**src/rtl/cpu_ask2_nios2_oci_dct_packer_if.sv**
```systemverilog
// Frame channel from the DCT packer toward the trace FIFO.
// Single-entry valid/ready handshake; a frame moves when frame_valid && frame_ready.
interface cpu_ask2_nios2_oci_dct_packer_if #(
    parameter int FRAME_W = 34
);
    logic               frame_valid;
    logic [FRAME_W-1:0] frame_data;
    logic               frame_ready;

    modport master (output frame_valid, output frame_data, input frame_ready);
    modport slave  (input frame_valid, input frame_data, output frame_ready);
endinterface

```
**src/rtl/cpu_ask2_nios2_oci_dct_packer.sv**
```systemverilog
// Packs 2-bit trace atoms into a 30-bit DCT buffer and emits full or flushed
// buffers as {count, buffer} frames; atoms arriving while blocked are dropped.
module cpu_ask2_nios2_oci_dct_packer #(
    parameter int ATOM_W  = 2,
    parameter int DEPTH   = 15,
    parameter int COUNT_W = 4
) (
    input  logic                      clk,
    input  logic                      reset_n,
    input  logic                      trace_enable,
    input  logic                      atom_valid,
    input  logic [ATOM_W-1:0]         atom,
    input  logic                      flush,
    output logic [ATOM_W*DEPTH-1:0]   dct_buffer,
    output logic [COUNT_W-1:0]        dct_count,
    output logic                      overflow,
    input  logic                      overflow_clr,
    cpu_ask2_nios2_oci_dct_packer_if.master frame_if
);
    localparam int BUF_W   = ATOM_W * DEPTH;
    localparam int FRAME_W = COUNT_W + BUF_W;
    localparam logic [COUNT_W-1:0] FULL_CNT = COUNT_W'(DEPTH);

    typedef enum logic [1:0] {EMPTY, FILL, FULL_WAIT} acc_state_e;
    typedef enum logic       {SLOT_EMPTY, SLOT_VALID} slot_state_e;

    acc_state_e          acc_q, acc_d;
    slot_state_e         slot_q, slot_d;
    logic [BUF_W-1:0]    buf_q, buf_d, buf_acc;
    logic [COUNT_W-1:0]  cnt_q, cnt_d, cnt_acc;
    logic [FRAME_W-1:0]  frame_q, frame_d;
    logic                ovf_q, ovf_d;
    logic                slot_free, atom_en, accept, trigger, load;

    // NOTE: every signal assigned here gets a default first so no latch is inferred.
    always_comb begin
        slot_free = (slot_q == SLOT_EMPTY) || frame_if.frame_ready;
        atom_en   = atom_valid && trace_enable;
        accept    = atom_en && (acc_q != FULL_WAIT);
        buf_acc   = accept ? {buf_q[BUF_W-ATOM_W-1:0], atom} : buf_q;
        cnt_acc   = accept ? cnt_q + COUNT_W'(1) : cnt_q;
        // A held FULL_WAIT buffer re-triggers every cycle via the count test.
        trigger   = (cnt_acc == FULL_CNT) || (flush && (cnt_acc != '0));
        load      = trigger && slot_free;

        acc_d   = acc_q;
        slot_d  = slot_q;
        buf_d   = buf_acc;
        cnt_d   = cnt_acc;
        frame_d = frame_q;

        if (load) begin
            frame_d = {cnt_acc, buf_acc};
            slot_d  = SLOT_VALID;
            buf_d   = '0;
            cnt_d   = '0;
            acc_d   = EMPTY;
        end else begin
            if (slot_q == SLOT_VALID && frame_if.frame_ready) slot_d = SLOT_EMPTY;
            if (cnt_acc == FULL_CNT)  acc_d = FULL_WAIT;
            else if (cnt_acc == '0)   acc_d = EMPTY;
            else                      acc_d = FILL;
        end

        // Setting wins over clearing when both happen together.
        if (atom_en && acc_q == FULL_WAIT) ovf_d = 1'b1;
        else if (overflow_clr)             ovf_d = 1'b0;
        else                               ovf_d = ovf_q;
    end

    // NOTE: sequential state uses non-blocking assignments only.
    always_ff @(posedge clk or negedge reset_n) begin
        if (!reset_n) begin
            acc_q   <= EMPTY;
            slot_q  <= SLOT_EMPTY;
            buf_q   <= '0;
            cnt_q   <= '0;
            frame_q <= '0;
            ovf_q   <= 1'b0;
        end else begin
            acc_q   <= acc_d;
            slot_q  <= slot_d;
            buf_q   <= buf_d;
            cnt_q   <= cnt_d;
            frame_q <= frame_d;
            ovf_q   <= ovf_d;
        end
    end

    assign dct_buffer           = buf_q;
    assign dct_count            = cnt_q;
    assign overflow             = ovf_q;
    assign frame_if.frame_valid = (slot_q == SLOT_VALID);
    assign frame_if.frame_data  = frame_q;
endmodule

```
**src/flat_wrapper.sv**
```systemverilog
// flat-port wrapper written by rule: the top's interface ports become plain ports
module cpu_ask2_nios2_oci_dct_packer_flat 
#(
    parameter int ATOM_W  = 2,
    parameter int DEPTH   = 15,
    parameter int COUNT_W = 4
)
  (clk, reset_n, trace_enable, atom_valid, atom, flush, dct_buffer, dct_count, overflow, overflow_clr, frame_if_frame_valid, frame_if_frame_data, frame_if_frame_ready);
  cpu_ask2_nios2_oci_dct_packer_if #(.FRAME_W(34)) frame_if_i ();
  input  logic clk;
  input  logic reset_n;
  input  logic trace_enable;
  input  logic atom_valid;
  input  logic [ATOM_W-1:0] atom;
  input  logic flush;
  output logic [ATOM_W*DEPTH-1:0] dct_buffer;
  output logic [COUNT_W-1:0] dct_count;
  output logic overflow;
  input  logic overflow_clr;
  output wire logic [$bits(frame_if_i.frame_valid)-1:0] frame_if_frame_valid;
  output wire logic [$bits(frame_if_i.frame_data)-1:0] frame_if_frame_data;
  input wire logic [$bits(frame_if_i.frame_ready)-1:0] frame_if_frame_ready;
  assign frame_if_frame_valid = frame_if_i.frame_valid;
  assign frame_if_frame_data = frame_if_i.frame_data;
  assign frame_if_i.frame_ready = frame_if_frame_ready;
  cpu_ask2_nios2_oci_dct_packer #(.ATOM_W(ATOM_W), .DEPTH(DEPTH), .COUNT_W(COUNT_W)) u_core (.clk(clk), .reset_n(reset_n), .trace_enable(trace_enable), .atom_valid(atom_valid), .atom(atom), .flush(flush), .dct_buffer(dct_buffer), .dct_count(dct_count), .overflow(overflow), .overflow_clr(overflow_clr), .frame_if(frame_if_i));
endmodule
```
**config.mk**
```make
export PLATFORM = sky130hd
export DESIGN_NAME = cpu_ask2_nios2_oci_dct_packer_flat
export DESIGN_NICKNAME = d
export VERILOG_FILES = /design/src/rtl/cpu_ask2_nios2_oci_dct_packer_if.sv /design/src/rtl/cpu_ask2_nios2_oci_dct_packer.sv /design/src/flat_wrapper.sv
export SDC_FILE = /design/constraint.sdc
export NUM_CORES = 1
export LEC_CHECK = 0
export CORE_MARGIN = 2
export CORE_UTILIZATION = 52
export DETAILED_ROUTE_END_ITERATION = 8
export PLACE_DENSITY = 0.87
export SLEW_MARGIN = 5
export SYNTH_ARGS = -nofsm -noshare
export SYNTH_HDL_FRONTEND = slang
export SYNTH_SLANG_ARGS = --single-unit
export TNS_END_PERCENT = 10
```
**constraint.sdc**
```tcl
create_clock -name clk -period 3 [get_ports clk]
set_input_delay 0.6 -clock clk [delete_from_list [all_inputs] [get_ports clk]]
set_output_delay 0.6 -clock clk [all_outputs]
set_load 0.005 [all_outputs]
```
# After elaboration in Yosys (flattened, before gate mapping)
# Index checks and enable logic that the tools add are counted.
# classes
addsub	1
n_mul	0
n_div	0
n_lt_le_gt_ge	0
eq_ne	3
n_shift	0
muxes	11
bitwise	1
n_reduce_logical	12
# ops
cell	count
two-way mux 30 bit	2
two-way mux 4 bit	2
logical AND 1 bit	6
two-way mux 1 bit	5
adder 4 x 1 -> 4 bit (second input constant)	1
equality test 4 bit (second input constant)	1
zero test 4 bit	1
two-way mux 2 bit	2
nonzero test 2 bit	2
nonzero test 4 bit	1
equality test 2 bit (second input constant)	1
logical OR 1 bit	2
!= test 2 bit (second input constant)	1
NOT 1 bit	1
# word_totals
reg_bits	72
latchBits	0
ramBits	0
rom_bits	0
output_inout_bits	70
memories	0

# Longest topological paths before layout
# logic_depth
word_depth	8
mapped_depth	9
depth_no_buf	6

# Least setup slack after synthesis
# No wires, ideal clock.
# synth_timing
path_kind	input to register
startpoint	in atom_valid
endpoint	reg u_core.frame_q[10], in the netlist u_core.frame_if.frame_data[10]
arrival_ns	1.941
t_required_ns	2.870
slack_ns	0.929
stages	9
cell_sequence	and2_4 and2_1 buf_6 and3_4 o311ai_4 a21oi_2 buf_6 buf_6 mux2i_1
# synth_between
elab_chain_len	7
elab_cells_between_ends	9
# synth_lines
item	line_no	rtl
start, declared	flat_wrapper.sv:13	input logic atom_valid;
logical AND 1 bit *	cpu_ask2_nios2_oci_dct_packer.sv:38	atom_en = atom_valid && trace_enable;
logical AND 1 bit *	cpu_ask2_nios2_oci_dct_packer.sv:39	accept = atom_en && (acc_q != FULL_WAIT);
two-way mux 4 bit	cpu_ask2_nios2_oci_dct_packer.sv:41	cnt_acc = accept ? cnt_q + COUNT_W'(1) : cnt_q;
nonzero test 4 bit	cpu_ask2_nios2_oci_dct_packer.sv:43	trigger = (cnt_acc == FULL_CNT) || (flush && (cnt_acc != '0));
logical AND 1 bit	cpu_ask2_nios2_oci_dct_packer.sv:43	
logical OR 1 bit	cpu_ask2_nios2_oci_dct_packer.sv:43	
logical AND 1 bit	cpu_ask2_nios2_oci_dct_packer.sv:44	load = trigger && slot_free;
end signal, assigned	cpu_ask2_nios2_oci_dct_packer.sv:85	frame_q <= frame_d;
end, declared	cpu_ask2_nios2_oci_dct_packer.sv:31	logic [FRAME_W-1:0] frame_q, frame_d;
# Mark *: on every way between the ends. The rest lies on a longest branch, timed or not.
# A chain may end at the register's enable or synchronous reset.

# Worst setup path in the final report
# layout_timing
startpoint	in atom_valid
endpoint	reg u_core.frame_q[12], in the netlist u_core.frame_if.frame_data[12]
# The elaborated chain is that of the path after synthesis.

==> flow_metrics.env <==
export IMPL_startpoint_type="primary input"
export IMPL_rsz0062_at_grt="no"
export IMPL_end_kind="flip-flop"
export IMPL_worstPathRequired_ns=3.27
export IMPL_cp_max_fo=35
export IMPL_drc_errors=0
export IMPL_reg2reg_slack_ns=0.68
export IMPL_die_h_um=81.3
export IMPL_via_per_inst=5.05
export IMPL_async_reset_ff_share_pct=100
export IMPL_grt_pass1_vias=2186
export IMPL_finClkSkew_ns=0.00634
export IMPL_syn_cell_area_um2=3110
export IMPL_fp_dieArea_um2=6610
export IMPL_status="completed"
export IMPL_cts_buffer_depth=2
export IMPL_fill_cells=413
export IMPL_grt_max_degree=36
export IMPL_min_path_type="primary input to async pin"
export IMPL_grt_overflow=0
export IMPL_ys_flop_type="dfrtp_1"
export IMPL_critPathBufInv=2
export IMPL_grtUsageTotal_pct=21.1
export IMPL_finalHoldViolCount=0
export IMPL_criticalPathCategory="primary input to flip-flop"
export IMPL_setup_ws_ns=0.615
export IMPL_initialDrtViolationCount=181
export IMPL_place_congestion=0.865
export IMPL_cap_violations=0
export IMPL_antenna_found_initial=0
export IMPL_slowest_delay_ns=0.48
export IMPL_drt_total_wl_um=6240
export IMPL_start_util_pct=53.1
export IMPL_antenna_cells=0
export IMPL_syn_avg_cell_area_um2=11.8
export IMPL_synth_cells=263
export IMPL_post_cts_buffers=0
export IMPL_cts_resized=0
export IMPL_yosysUniqueCellTypes=32
export IMPL_fmax_ghz=0.419
export IMPL_setup_viol=0
export IMPL_final_util_pct=71.4
export IMPL_arrival_ns=2.66
export IMPL_clkTransAtPathRegs_ns=0.08
export IMPL_detail_route_antenna_nets=0
export IMPL_rows=28
export IMPL_cts_tree="yes"
export IMPL_path_cells="clkdlybuf4s50_1 -> and2_4 -> nand3_1 -> nor3_1 -> o311ai_4 -> a21oi_4 -> buf_12 -> mux2i_1"
export IMPL_min_period_ns=2.38
export IMPL_r2r_end="u_core.frame_if.frame_data[12]"
export IMPL_reg2reg_from="u_core.dct_count[0]"
export IMPL_pre_cts_ws_ns=0.269
export IMPL_port_buffers=78
export IMPL_final_max_slew_viol_count=0
export IMPL_clock_root_buffer="clkbuf_8"
export IMPL_p_leak_nw=1.87
export IMPL_crit_family="buffers and inverters"
export IMPL_fin_tns_setup_ns=0
export IMPL_peakVddDrop_v=0.000500
export IMPL_cts_hold_buf=0
export IMPL_max_slew_worst_pin_slew_ns=0.668
export IMPL_slew_headroom_pct=55.5
export IMPL_io_pins=79
export IMPL_reg2regPathDepth=7
export IMPL_drive_gt1_share_pct=8.31
export IMPL_nets=354
export IMPL_clock_sinks=72
export IMPL_area_delta_synth_final_pct=34.4
export IMPL_power_density_nw_per_um2=645
export IMPL_grt_pass1_wl_um=10400
export IMPL_cts_max_level=3
export IMPL_core_area_um2=5850
export IMPL_post_dp_hpwl_um=4410
export IMPL_die_w_um=81.3
export IMPL_slowest_stage="clkdlybuf4s50_1"
export IMPL_fin_crit_sh_pct=79.5
export IMPL_wl_per_cell_um=14.7
export IMPL_synth_seq_area_share_pct=58.0
export IMPL_ys_warn_count=0
export IMPL_via_count=2140
export IMPL_synth_edff_count=0
export IMPL_syn_nets=273
export IMPL_insertion_delay_ns=0.35
export IMPL_cts_made_buffers=9
export IMPL_dr_pass1_iters=4
export IMPL_ys_ff_latch=72
layer usage:
metal	vias up	track usage, %	wire [um]	part of all wire [%]
met1	1054	26.9	2730	44
met5	-	0	0	0
met2	58	33.8	3080	49
met4	0	9.15	114	1.8
met3	8	5.89	318	5.1
li1	1020	-	-	-
worst max path at each step:
stage | from | to | slack (ns) | cells past startpoint
finish | atom_valid | u_core.frame_if.frame_data[12] | 0.62 | 8
detailed placement | atom_valid | u_core.frame_if.frame_data[12] | 0.27 | 8
CTS | atom_valid | u_core.frame_if.frame_data[29] | 0.63 | 8
global route | atom_valid | u_core.frame_if.frame_data[14] | 0.46 | 8
global placement | atom_valid | u_core.frame_if.frame_data[26] | 0.37 | 8
floorplan | atom_valid | u_core.frame_if.frame_data[10] | 0.93 | 9
synth_stat cells (3+ instances only):
| cell type | n | area share, % |
|---|---|---|
| and2_1 | 3 | 0.60 |
| buf_2 | 6 | 0.97 |
| buf_6 | 5 | 1.8 |
| clkbuf_1 | 3 | 0.36 |
| dfrtp_1 | 72 | 58 |
| inv_1 | 35 | 4.2 |
| mux2i_1 | 62 | 20 |
| nand2_1 | 4 | 0.48 |
| nand3_1 | 4 | 0.64 |
| nor2_1 | 39 | 4.7 |
| o21ai_1 | 3 | 0.48 |
| xnor2_1 | 5 | 1.4 |
cells in the final DEF (no fill, tap or decap), types with 2 or more instances in the layout:
master / synthesis / final
and2_1: 3 / 2
buf_12: 0 / 2
buf_4: 0 / 4
bufinv_16: 0 / 2
clkbuf_8: 0 / 9
clkdlybuf4s50_1: 0 / 77
clkinv_2: 0 / 2
dfrtp_1: 72 / 72
inv_1: 35 / 35
mux2i_1: 62 / 62
nand2_1: 4 / 4
nand2b_1: 2 / 2
nand3_1: 4 / 4
nor2_1: 39 / 39
nor3_1: 2 / 2
o21ai_1: 3 / 3
xnor2_1: 5 / 5
power by group:
part	switching [mW]	internal, mW	total (mW)
Sequential	0.0907	1.08	1.17
Combinational	0.304	0.375	0.678
Clock	0.371	0.469	0.840
Total	0.765	1.93	2.69
cells by family (layout without fill, tap and decap cells):
logic type | count (synthesis) | count (layout) | share of synthesized area [%]
AOI/OAI and AO/OA | 13 | 13 | 3.63
and+or+nand+nor | 60 | 60 | 8.70
buffers and inverters | 49 | 135 | 7.37
adders and majority gates | 1 | 1 | 0.403
DFF | 72 | 72 | 58.0
muxes | 63 | 63 | 20.5
xor gates and xnor gates | 5 | 5 | 1.41
state kept, by name (all words and copies together) (netlist names):
register,cells
u_core.frame_if.frame_valid,1
u_core.dct_buffer,30
u_core.dct_count,4
u_core.acc_q,2
u_core.overflow,1
u_core.frame_if.frame_data,34
area by class of cell:
class	count	area (um^2)	share of cell area, %
clock buffers	9	124	2.97
clock inverters	7	95.1	2.28
inverters	35	131	3.15
multi-input cells	142	1080	26.0
flip-flops and latches	72	1800	43.2
well taps	75	93.8	2.25
repair buffers	84	846	20.3
per-stage QoR:
stage                     hold WS [ns]  instances  cell area [um^2]  power, mW
after floorplan                  0.304        263              3110       1.56
after global placement           0.505        408              3960       1.86
after detailed placement         0.506        408              3960       1.88
after CTS                        0.295        424              4180       2.71
after global routing             0.320        424              4180       2.84
final                            0.282        424              4180       2.69
worst reg2reg max path, cell delays in order, from the launching register on:
cell      delay, ns
dfrtp_1        0.52
ha_1           0.29
nand3_1        0.18
nor3_1         0.37
o311ai_4       0.18
a21oi_4        0.23
buf_12         0.25
mux2i_1        0.23
No activity file was read; power rests on OpenSTA's default activity.
==> edit: new RTL, same flow settings <==
Re-encode `acc_state_e` (3 states) as one-hot, 3 bits wide.
--- a/src/rtl/cpu_ask2_nios2_oci_dct_packer.sv
+++ b/src/rtl/cpu_ask2_nios2_oci_dct_packer.sv
@@ -22,5 +22,5 @@
     localparam logic [COUNT_W-1:0] FULL_CNT = COUNT_W'(DEPTH);
 
-    typedef enum logic [1:0] {EMPTY, FILL, FULL_WAIT} acc_state_e;
+    typedef enum logic [2:0] {EMPTY = 3'b001, FILL = 3'b010, FULL_WAIT = 3'b100} acc_state_e;
     typedef enum logic       {SLOT_EMPTY, SLOT_VALID} slot_state_e;
 
Function: same outputs for any inputs over 10 cycles, from zero or initial values and one cycle with reset_n low; not proved beyond that.
==> edit against the unedited design <==
Total power increased by 9.1%. Sequential power increased by 5%. Final area rose by 0.93%. Sequential cell count increased by 1. Synthesized cell count shrank 0.76%. Critical path depth fell by 1. First-iteration DRC count down 36%. Utilization grew 0.23 points. Setup slack better by 31 ps. Clock power grew 2%. Wire length shrank 1.9%. Via count increased by 1.8%. Synthesized area grew 0.89%. Critical path type is now reg2reg. Largest cell class unchanged. Largest power group unchanged.
==> edit: results (changes against the unedited design) <==
metric,value,unit,change
fill_cells,433,,was 413
track_usage,19.7,%,was 21.1%
avgSynthCellArea,12.0,um2,was 11.8 um2
num_antenna_cells,0,,unchanged
hold_class,in2async,,unchanged
power_leakage,1.89,nW,was 1.87 nW
wl_per_cell,14.5,um,was 14.7 um
drtPass1Iterations,4,,unchanged
cts_max_level,3,,unchanged
tightest_slew,888,ps,was 668 ps
fin_cells,423,,was 424
avgViaCountPerCell,5.15,,was 5.05
grt_pass1_vias,2201,,was 2186
cp_data_arrival_time,2570,ps,was 2660 ps
synth_commonest_cells,"dfrtp_1, mux2i_1, inv_1",,"was dfrtp_1, mux2i_1, nor2_1"
cts_buffers,9,,unchanged
grt_pass1_wl,10100,um,was 10400 um
gp_congestion,0.824,,was 0.865
antenna_found_initial,0,,unchanged
cts_root_buffer,clkbuf_8,,unchanged
cts_resized,0,,unchanged
drive_above_1_share,8.62,%,was 8.31%
async_flop_share,100,%,unchanged
hpwl,4110,um,was 4410 um
syn-num-nets,271,,was 273
syn_area,3130,um2,was 3110 um2
grt_max_degree,74,,was 36
insertion_delay,330,ps,was 350 ps
skew,6.15,ps,was 6.34 ps
drc,0,,unchanged
cts.path.max_buffers,2,,unchanged
outcome,"finished, final reports clean",,unchanged
ys_seq_area_share,58.3,%,was 58.0%
ir_drop,389,uV,was 500 uV
io_buffers,78,,unchanged
synth.area.top_cells,"dfrtp_1, mux2i_1, inv_1",,"was dfrtp_1, mux2i_1, nor2_1"
ys_warn_count,0,,unchanged
largest_reg_flops,34,,unchanged
worstPathMaxFanout,37,,was 35
synth_cell_types,38,,was 32
post-place-cells,407,,was 408
drt-initial-drc-count,115,,was 181
critPathMaxStageDelay,490,ps,
nets,353,,was 354
path_clk_slew,70,ps,
slowest_stage,dfrtp_1,,was clkdlybuf4s50_1
post_cts_buffers,0,,unchanged
[edit: path summary, 6_finish.rpt]
check,start,endpoint,slack (ps),depth (start not counted)
max,u_core.dct_count[0],u_core.frame_if.frame_data[33],650,7
min,reset_n,u_core.dct_count[1],390,1
max reg2reg,u_core.dct_count[0],u_core.frame_if.frame_data[33],650,7
min reg2reg,u_core.frame_if.frame_data[24],u_core.frame_if.frame_data[24],520,2
max in group asynchronous,reset_n,u_core.overflow,2030,1
min in group clk,u_core.frame_if.frame_data[24],u_core.frame_if.frame_data[24],520,2
[edit: cells by family (layout without fill, tap and decap cells)]
logic type / count (synthesis) / after routing / synth area share (%)
multiplexers: 64 / 64 / 20.4
XOR/XNOR: 4 / 4 / 1.12
AO/OA/AOI/OAI: 17 / 17 / 4.91
adder cells (fa/ha/maj): 1 / 1 / 0.399
buffers and inverters: 48 / 135 / 6.99
flip-flops: 73 / 73 / 58.3
AND/OR/NAND/NOR: 54 / 54 / 7.79
[edit: cell type report]
| type | count | area, um2 | share of cell area, % |
|---|---|---|---|
| well taps | 75 | 93.8 | 2.23 |
| repair buffers | 82 | 833 | 19.8 |
| inverters | 37 | 139 | 3.30 |
| clock buffers | 11 | 151 | 3.59 |
| clock inverters | 5 | 77.6 | 1.84 |
| flip-flops and latches | 73 | 1830 | 43.4 |
| multi-input cells | 140 | 1090 | 25.9 |
[edit: power breakdown]
group,switching [mW],internal (mW)
Combinational,0.385,0.458
Clock,0.348,0.511
Sequential,0.108,1.13
[edit: stage by stage]
stage,setup slack [ps],area [um2]
after detailed placement,485,3990
final,647,4210
after CTS,651,4210
after global placement,594,3990
after floorplan,925,3130
after global routing,486,4210
[edit: layer usage]
metal  GRT usage (%)  share of wire (%)  vias to the layer above
li1                -                  -                     1018
met1            26.5                 45                     1084
met2            31.6                 48                       72
met3            4.73                5.7                        5
met4            6.50               0.92                        0
met5               0                  0                        -
[edit: critical path: cells and delay by family, from the launching register on]
kind,cells,cell delay (ps)
compound gates,3,600
xor+xnor,1,180
fa+ha+maj,1,280
buf+inv,1,200
flops,1,490
simple gates,1,490
